### config.mk
export PLATFORM = sky130hd
export DESIGN_NAME = lc3b_alu_wb_flat
export DESIGN_NICKNAME = d
export VERILOG_FILES = /design/src/rtl/lc3b_alu_wb_if.sv /design/src/rtl/lc3b_alu_wb.sv /design/src/flat_wrapper.sv
export SDC_FILE = /design/constraint.sdc
export NUM_CORES = 1
export LEC_CHECK = 0
export BUFFER_PORTS_ARGS = -buffer_cell sky130_fd_sc_hd__buf_2
export CAP_MARGIN = 20
export CORE_ASPECT_RATIO = 1.2
export CORE_UTILIZATION = 59
export DETAILED_ROUTE_END_ITERATION = 12
export GPL_TIMING_DRIVEN = 0
export PLACE_DENSITY = 0.79
export SLEW_MARGIN = 15
export SYNTH_ARGS = -nofsm -noshare
export SYNTH_HDL_FRONTEND = slang
export SYNTH_SLANG_ARGS = --single-unit
### constraint.sdc
create_clock -name clk -period 3.9 [get_ports clk]
set_input_delay 0.195 -clock clk [delete_from_list [all_inputs] [get_ports clk]]
set_output_delay 0.195 -clock clk [all_outputs]
set_load 0.02 [all_outputs]
### src/rtl/lc3b_alu_wb_if.sv
// Issue handshake, register-file read/write and status signals of the
// LC-3b execute/writeback stage, bundled for the stage and its environment.
interface lc3b_alu_wb_if;
    logic        issue_valid;
    logic        issue_ready;
    logic [15:0] instr;
    logic [15:0] pc;
    logic [2:0]  sr1;
    logic [2:0]  sr2;
    logic [15:0] sr1_out;
    logic [15:0] sr2_out;
    logic [2:0]  dr;
    logic [15:0] dr_in;
    logic        Write;
    logic [2:0]  nzp;
    logic        done;
    logic        err;

    // Environment side: issues instructions and returns register-file data.
    modport master (
        output issue_valid, instr, pc, sr1_out, sr2_out,
        input  issue_ready, sr1, sr2, dr, dr_in, Write, nzp, done, err
    );

    // Stage side.
    modport slave (
        input  issue_valid, instr, pc, sr1_out, sr2_out,
        output issue_ready, sr1, sr2, dr, dr_in, Write, nzp, done, err
    );
endinterface

### src/rtl/lc3b_alu_wb.sv
// LC-3b multicycle execute/writeback stage: IDLE -> READ -> EXEC -> WB.
// Latches one operate-class instruction, reads two register operands,
// computes the result, issues a single-cycle register-file write and keeps
// the NZP condition codes.
module lc3b_alu_wb #(
    parameter logic [2:0] NZP_RESET   = 3'b010,
    parameter bit         LEA_SETS_CC = 1'b0
) (
    input  logic          clk,
    input  logic          rst,
    lc3b_alu_wb_if.slave  bus
);
    typedef enum logic [1:0] {S_IDLE, S_READ, S_EXEC, S_WB} state_t;

    localparam logic [3:0] OP_ADD = 4'b0001;
    localparam logic [3:0] OP_AND = 4'b0101;
    localparam logic [3:0] OP_XOR = 4'b1001;
    localparam logic [3:0] OP_SHF = 4'b1101;
    localparam logic [3:0] OP_LEA = 4'b1110;

    state_t      state_q,  state_d;
    logic [15:0] instr_q,  instr_d;
    logic [15:0] pc_q,     pc_d;
    logic [15:0] opa_q,    opa_d;
    logic [15:0] opb_q,    opb_d;
    logic [15:0] result_q, result_d;
    logic [2:0]  dr_q,     dr_d;
    logic [15:0] dr_in_q,  dr_in_d;
    logic [2:0]  nzp_q,    nzp_d;

    logic [3:0]  opcode;
    logic        supported;
    logic        is_lea;
    logic        wb_write;
    logic [15:0] operand_b;
    logic [3:0]  shamt;
    logic [15:0] alu_result;
    logic [2:0]  result_cc;

    assign opcode    = instr_q[15:12];
    assign is_lea    = (opcode == OP_LEA);
    assign supported = (opcode == OP_ADD) || (opcode == OP_AND) ||
                       (opcode == OP_XOR) || (opcode == OP_SHF) || is_lea;
    assign operand_b = instr_q[5] ? {{11{instr_q[4]}}, instr_q[4:0]} : opb_q;
    assign shamt     = instr_q[3:0];

    // Result datapath; an unsupported opcode simply yields zero, which is never written.
    always_comb begin
        alu_result = '0;
        case (opcode)
            OP_ADD: alu_result = opa_q + operand_b;
            OP_AND: alu_result = opa_q & operand_b;
            OP_XOR: alu_result = opa_q ^ operand_b;
            OP_SHF: begin
                if (!instr_q[4])
                    alu_result = opa_q << shamt;
                else if (!instr_q[5])
                    alu_result = opa_q >> shamt;
                else
                    alu_result = unsigned'($signed(opa_q) >>> shamt);
            end
            OP_LEA: alu_result = pc_q + {{6{instr_q[8]}}, instr_q[8:0], 1'b0};
            default: alu_result = '0;
        endcase
    end

    // Condition codes of the result about to retire; always one-hot.
    always_comb begin
        if (result_q[15])
            result_cc = 3'b100;
        else if (result_q == 16'h0000)
            result_cc = 3'b010;
        else
            result_cc = 3'b001;
    end

    // Next-state and register-update logic for the four-cycle sequence.
    always_comb begin
        state_d  = state_q;
        instr_d  = instr_q;
        pc_d     = pc_q;
        opa_d    = opa_q;
        opb_d    = opb_q;
        result_d = result_q;
        dr_d     = dr_q;
        dr_in_d  = dr_in_q;
        nzp_d    = nzp_q;
        case (state_q)
            S_IDLE: begin
                if (bus.issue_valid) begin
                    instr_d = bus.instr;
                    pc_d    = bus.pc;
                    state_d = S_READ;
                end
            end
            S_READ: begin
                opa_d   = bus.sr1_out;
                opb_d   = bus.sr2_out;
                state_d = S_EXEC;
            end
            S_EXEC: begin
                if (supported)
                    result_d = alu_result;
                state_d = S_WB;
            end
            S_WB: begin
                if (supported) begin
                    dr_d    = instr_q[11:9];
                    dr_in_d = result_q;
                    if (!is_lea || LEA_SETS_CC)
                        nzp_d = result_cc;
                end
                state_d = S_IDLE;
            end
            default: state_d = S_IDLE;
        endcase
    end

    // State and datapath registers; reset drops any in-flight instruction.
    always_ff @(posedge clk or negedge rst) begin
        if (!rst) begin
            state_q  <= S_IDLE;
            instr_q  <= '0;
            pc_q     <= '0;
            opa_q    <= '0;
            opb_q    <= '0;
            result_q <= '0;
            dr_q     <= '0;
            dr_in_q  <= '0;
            nzp_q    <= NZP_RESET;
        end else begin
            state_q  <= state_d;
            instr_q  <= instr_d;
            pc_q     <= pc_d;
            opa_q    <= opa_d;
            opb_q    <= opb_d;
            result_q <= result_d;
            dr_q     <= dr_d;
            dr_in_q  <= dr_in_d;
            nzp_q    <= nzp_d;
        end
    end

    // Destination and data are shown live during WB and held afterwards.
    assign wb_write        = (state_q == S_WB) && supported;
    assign bus.issue_ready = (state_q == S_IDLE);
    assign bus.sr1         = instr_q[8:6];
    assign bus.sr2         = instr_q[2:0];
    assign bus.Write       = wb_write;
    assign bus.dr          = wb_write ? instr_q[11:9] : dr_q;
    assign bus.dr_in       = wb_write ? result_q : dr_in_q;
    assign bus.nzp         = nzp_q;
    assign bus.done        = (state_q == S_WB);
    assign bus.err         = (state_q == S_WB) && !supported;
endmodule

### src/flat_wrapper.sv
// flat-port wrapper written by rule: the top's interface ports become plain ports
module lc3b_alu_wb_flat 
#(
    parameter logic [2:0] NZP_RESET   = 3'b010,
    parameter bit         LEA_SETS_CC = 1'b0
)
  (clk, rst, bus_issue_valid, bus_instr, bus_pc, bus_sr1_out, bus_sr2_out, bus_issue_ready, bus_sr1, bus_sr2, bus_dr, bus_dr_in, bus_Write, bus_nzp, bus_done, bus_err);
  lc3b_alu_wb_if bus_i ();
  input  logic clk;
  input  logic rst;
  input wire logic [$bits(bus_i.issue_valid)-1:0] bus_issue_valid;
  input wire logic [$bits(bus_i.instr)-1:0] bus_instr;
  input wire logic [$bits(bus_i.pc)-1:0] bus_pc;
  input wire logic [$bits(bus_i.sr1_out)-1:0] bus_sr1_out;
  input wire logic [$bits(bus_i.sr2_out)-1:0] bus_sr2_out;
  output wire logic [$bits(bus_i.issue_ready)-1:0] bus_issue_ready;
  output wire logic [$bits(bus_i.sr1)-1:0] bus_sr1;
  output wire logic [$bits(bus_i.sr2)-1:0] bus_sr2;
  output wire logic [$bits(bus_i.dr)-1:0] bus_dr;
  output wire logic [$bits(bus_i.dr_in)-1:0] bus_dr_in;
  output wire logic [$bits(bus_i.Write)-1:0] bus_Write;
  output wire logic [$bits(bus_i.nzp)-1:0] bus_nzp;
  output wire logic [$bits(bus_i.done)-1:0] bus_done;
  output wire logic [$bits(bus_i.err)-1:0] bus_err;
  assign bus_i.issue_valid = bus_issue_valid;
  assign bus_i.instr = bus_instr;
  assign bus_i.pc = bus_pc;
  assign bus_i.sr1_out = bus_sr1_out;
  assign bus_i.sr2_out = bus_sr2_out;
  assign bus_issue_ready = bus_i.issue_ready;
  assign bus_sr1 = bus_i.sr1;
  assign bus_sr2 = bus_i.sr2;
  assign bus_dr = bus_i.dr;
  assign bus_dr_in = bus_i.dr_in;
  assign bus_Write = bus_i.Write;
  assign bus_nzp = bus_i.nzp;
  assign bus_done = bus_i.done;
  assign bus_err = bus_i.err;
  lc3b_alu_wb #(.NZP_RESET(NZP_RESET), .LEA_SETS_CC(LEA_SETS_CC)) u_core (.clk(clk), .rst(rst), .bus(bus_i));
endmodule
==> results by group, run 1 <==
Yosys
  – Area leader, netlist: dfrtp_1
  – Asr flop ratio synth: 100%
  – Cells after Synth: 771
  – Synthesized cell area: 7590 sq um
  – Synth area leaders: dfrtp_1 34%, mux2_2 12%, ha_1 5.6%
  – Syn nets: 874
  – Top FF cell, synth: dfrtp_1
  – Netlist cell types: 71
  – Seq/Total Area, Yosys: 34.3%
  – Synth Warn #: 0
  – Syn avg cell area: 9.85 sq um
  – Register bit total from synthesis: 104
  – Number of synthesized flops with an enable pin: 0
  – Yosys top cell area share: 33.9%

Global route
  – Initial antenna violation count: 0
  – Total GRT Usage: 39.0%
  – Overflow after GRT: 0
  – First-pass GRT wire length: 39.1 mm
  – Largest net degree at the start of global routing: 55
  – Vias in the first global route: 6983

Route
  – DR iter-0 viols: 642
  – Final WL: 25.1 mm
  – DR DRC count: 0
  – Vias: 7025
  – Vias per std cell: 6.69
  – Routed wire per std cell: 23.9 microns
  – DRT antenna net count: 0
  – DRT Pass-1 Iters: 5

Cells and area
  – Synth-to-Final Area Change: 14.0%
  – Cell area after layout: 8660 sq um
  – Share of post-route cells with drive strength above 1: 28.7%
  – Final nets: 984
  – N_diodes: 0
  – Multi-input logic area: 4570 sq um
  – Filler cell count: 966
  – Reg area: 2610 sq um

Placed design
  – # port buffers: 98
  – Post-DP HPWL: 18.9 mm
  – Worst slack, placed: -147 ps
  – Routability cong.: 1.02
  – Area after DPL: 8320 sq um

Floorplanning
  – Row count: 45
  – DIE AREA: 13300 sq um
  – Initial Utilization: 60.2%
  – Ports: 99
  – Die Height: 126 microns
  – Core area: 12600 sq um
  – Width of the die: 106 microns

STA
  – FMAX: 0.273 GHz
  – Setup violators final: 0
  – Period Utilization, post-route: 93.9%
  – Worst relative slew slack: 50.3%
  – Fin. max-slew vios: 0
  – Period minus WS final: 3660 ps
  – Final hold violation count: 0
  – Worst Tran Pin Value: 736 ps
  – Final setup margin: 239 ps
  – RSZ-0062 raised after global routing: no
  – Setup Skew: 16.1 ps

Critical path
  – Crit path launch type: flop
  – WP data required: 4130 ps
  – Critical-path maximum fanout: 10
  – Setup CP Type: reg -> reg
  – Crit. End Element: flop
  – Arrival time worst endpoint: 3890 ps

Clocking
  – Num CTS Buffers: 9
  – Worst-path clk slew: 80 ps
  – Clk Latency, worst-skew pair: 370 ps
  – Max Root-Sink Buffers: 2
  – CTS tree: built
  – CTS sink cnt: 104
  – H-tree levels: 3
  – Root buffer cell: clkbuf_16
  – Setup bufs post-CTS: 0

Status
  – Status: completed

Run
  – Max-cap violation count: 0

Worst hold path
  – Hold Path Class: in -> reg
-- state kept, by name (all words and copies together), names as in the netlist --
register / flops
u_core.opa_q: 16
u_core.opb_q: 16
u_core.pc_q: 16
u_core.dr_in_q: 16
u_core.state_q: 2
u_core.dr_q: 3
u_core.instr_q: 16
u_core.bus.nzp: 3
u_core.result_q: 16
-- cells in the final DEF, fill, tap and decap left out, types with 9 or more instances in the layout --
cell	count
a21oi_1	37
mux2i_1	26
xor2_1	9
buf_2	107
nand2_1	55
o211ai_1	9
nor3_1	9
dfrtp_1	102
a211oi_1	11
o21ai_0	61
mux4_2	12
ha_1	34
buf_4	9
clkbuf_1	25
a31oi_1	9
nand3_1	17
inv_1	22
mux2_2	84
xnor2_1	12
nor2_1	61
clkbuf_16	9
-- routing by layer --
layer	GRT usage, %	up-vias	wire length, microns
met2	63.5	407	11800
met4	19.9	0	1310
met1	49.9	3434	10000
li1	-	3093	-
met3	6.78	91	1950
met5	0	-	0
-- what timing repair did --
action,CTS,global route
gates resized for setup,1,3
endpoints found under the setup margin,3,3
hold buffers,1,0
hold endpoints to repair,50,0
-- cell families (layout without fill, tap and decap cells) --
family / count (synthesis) / after routing / synth area share [%]
xor gates and xnor gates: 21 / 21 / 2.42
muxes: 128 / 128 / 21.5
and+or+nand+nor: 196 / 196 / 12.2
buffers and inverters: 83 / 198 / 5.70
DFF: 104 / 104 / 34.3
AOI/OAI and AO/OA: 203 / 203 / 17.8
adders and majority gates: 36 / 36 / 6.13
-- worst paths after layout --
path	slack (ps)	cells after the start	endpoint	startpoint
max	240	13	u_core.result_q[15]	u_core.instr_q[4]
min	40	3	u_core.opb_q[14]	bus_sr2_out[14]
max reg2reg	240	13	u_core.result_q[15]	u_core.instr_q[4]
min reg2reg	490	2	u_core.bus.nzp[1]	u_core.bus.nzp[1]
max in group asynchronous	2760	3	u_core.bus.nzp[1]	rst
min in group asynchronous	420	2	u_core.dr_in_q[14]	rst
-- layout make-up --
class / count / share of cell area (%)
plain buffers: 58 / 3.93
clock buffers: 9 / 2.60
clock inverters: 7 / 1.10
inverters: 24 / 1.04
multi-input cells: 584 / 52.8
flip-flops and latches: 104 / 30.1
well taps: 164 / 2.37
repair buffers: 100 / 6.13
-- worst max-delay path, stage by stage, from the launching register on --
cell	delay [ps]
dfrtp_1	440
clkbuf_8	200
buf_6	150
clkbuf_1	240
nand2_1	190
clkbuf_1	280
o21ai_0	170
ha_1	310
or3_1	410
o2111ai_1	300
nand2_1	160
a21oi_1	270
mux2i_1	280
a41oi_1	130
-- Yosys cell counts, types with 5 or more instances --
cell type	n
buf_1	5
a211oi_1	12
nor2b_1	8
mux4_2	12
a221oi_1	7
o21a_1	6
mux2_2	84
nand3_1	17
clkbuf_1	27
nand2_1	55
nor2_1	61
nand2b_1	8
ha_1	34
o31ai_1	5
dfrtp_1	103
mux4_1	6
buf_4	8
nor4_1	8
o21ai_0	61
a22oi_1	7
a21oi_1	37
buf_6	7
inv_1	22
a21o_1	7
xor2_1	9
nor3_1	9
mux2i_1	26
nand4_1	5
a31oi_1	9
o211ai_1	9
buf_2	10
nand3b_1	6
xnor2_1	12
-- metrics by stage --
step	TNS [ps]	hold WS, ps	utilization (%)	instances
3_3_place_gp	-333	407	65.7	1033
4_1_cts	0	31.8	68.6	1050
2_1_floorplan	0	-101	-	771
3_5_place_dp	-258	280	66.0	1034
6_report	0	42.9	68.7	1050
5_1_grt	0	48.3	68.7	1050
Power of run 1 is left out: the tool's default activity adds up to more than one toggle a clock period on the data nets, which glitch-free logic cannot reach.
==> inputs of run 2 (changes only) <==
- CORE_ASPECT_RATIO: 1.2 -> 1.4
==> results by group, run 2 (synthesis gave the netlist of run 1 again) <==
Route
  – Vias: 6856
  – DRT Pass-1 Iters: 10
  – Top layer in use: met4
  – Met3 wire len: 1.49 mm
  – Met1 WL: 9.25 mm
  – Vias per std cell: 6.62
  – DRT antenna net count: 0
  – Final WL: 25.2 mm
  – Routed wire per std cell: 24.4 microns
  – WL met2: 12.9 mm
  – DR iter-0 viols: 523
  – DR DRC count: 8

Global route
  – Initial antenna violation count: 0
  – First-pass GRT wire length: 39.3 mm
  – Total GRT Usage: 39.1%
  – Vias in the first global route: 7027
  – Largest net degree at the start of global routing: 63
  – Overflow after GRT: 0

Floorplanning
  – Initial Utilization: 61.1%
  – Row count: 48
  – Core area: 12400 sq um
  – Die Height: 136 microns
  – Width of the die: 97.9 microns
  – DIE AREA: 13300 sq um
  – Ports: 99

STA
  – Setup violators final: 0
  – Period Utilization, post-route: 94.1%
  – RSZ-0062 raised after global routing: no
  – FMAX: 0.272 GHz
  – Fin. max-slew vios: 0
  – Worst Tran Pin Value: 744 ps
  – Hold WS: 44.9 ps
  – Period minus WS final: 3670 ps
  – Final hold violation count: 0
  – Worst relative slew slack: 49.8%
  – Setup Skew: 21.2 ps

Run
  – Max-cap violation count: 0

Clocking
  – H-tree levels: 3
  – CTS tree: built
  – Clk Latency, worst-skew pair: 360 ps
  – Worst-path clk slew: 80 ps
  – Num CTS Buffers: 9
  – Max Root-Sink Buffers: 2
  – Root buffer cell: clkbuf_16
  – CTS sink cnt: 104

Placed design
  – # port buffers: 98
  – Routability cong.: 1.06
  – Post-DP HPWL: 19.8 mm

Critical path
  – WP data required: 4190 ps
  – Arrival time worst endpoint: 3960 ps
  – Critical-path maximum fanout: 10
  – R2R Setup Slk: 230 ps
  – Setup CP Type: reg -> reg
  – Crit. End Element: flop
  – Crit path launch type: flop

Cells and area
  – Final nets: 983
  – Filler cell count: 941
  – Most common cell after layout, fill and taps aside: buf_2
  – N_diodes: 0
  – Most frequent cells in the layout: 107 x buf_2, 103 x dfrtp_1, 84 x mux2_2, 61 x o21ai_0, 61 x nor2_1
  – Synth-to-Final Area Change: 13.7%
  – Share of post-route cells with drive strength above 1: 28.6%

Worst hold path
  – Hold Path Class: in -> reg

Status
  – Failing checks: design-rule violations
  – Status: finished, violations left
-- run 2: cell types whose count changed in the layout (fill, tap and decap cells not counted), sizes merged --
cell	previous run	this run
bufinv	1	0
clkbuf	36	35
inv	27	28
-- run 2: critical path: stages (launching register included) --
cell and delay [ps]:
dfrtp_1 450, buf_6 180, buf_4 200, buf_2 230, mux2_2 300, ha_1 260, fa_1 430, a211oi_1 270
o21ai_0 230, a221oi_2 330, nand2b_1 190, nor2b_1 180, mux2i_1 200, o22a_1 140
-- run 2: cell type report --
type                       instances  area (sq um)  area share, %
sequential                       104          2600           30.1
multi-input combinational        584          4560           52.8
buffer                            57           340           3.94
timing repair buffer             100           531           6.14
tap                              150           188           2.17
clock buffer                       9           225           2.61
inverter                          24          90.1           1.04
clock inverter                     7          96.3           1.12
-- run 2: routing by layer --
| metal | GRT usage, % | vias up |
|---|---|---|
| met4 | 25.6 | 0 |
| met2 | 69.1 | 360 |
| met3 | 5.66 | 86 |
| li1 | - | 3083 |
| met1 | 43.9 | 3327 |
| met5 | 0 | - |
-- run 2: worst paths after layout --
| path | cells after the start | endpoint | from |
|---|---|---|---|
| setup reg to reg | 13 | u_core.result_q[12] | u_core.instr_q[0] |
| hold / removal | 3 | u_core.opb_q[14] | bus_sr2_out[14] |
| hold reg to reg | 1 | u_core.dr_in_q[2] | u_core.dr_in_q[2] |
| min in group asynchronous | 2 | u_core.dr_in_q[6] | rst |
| setup / recovery | 13 | u_core.result_q[12] | u_core.instr_q[0] |
| max in group asynchronous | 3 | u_core.bus.nzp[1] | rst |
-- run 2: metrics by stage --
step,setup slack (ps),util (%),TNS (ps),std cells,area (sq um)
3_3_place_gp,-146,66.5,-264,1019,8270
3_5_place_dp,-152,66.8,-285,1020,8300
6_report,229,69.5,0,1035,8640
5_1_grt,42.4,69.5,0,1035,8640
4_1_cts,202,69.5,0,1037,8640
2_1_floorplan,633,-,0,771,7590
-- run 2: timing repair --
item                                    in CTS  in global routing
buffers inserted                             0                  0
endpoints found under the hold margin       42                  0
hold buffers                                 1                  0
gates resized for setup                      2                  3
endpoints found under the setup margin       3                  2
Power of run 2 is left out for the same reason.
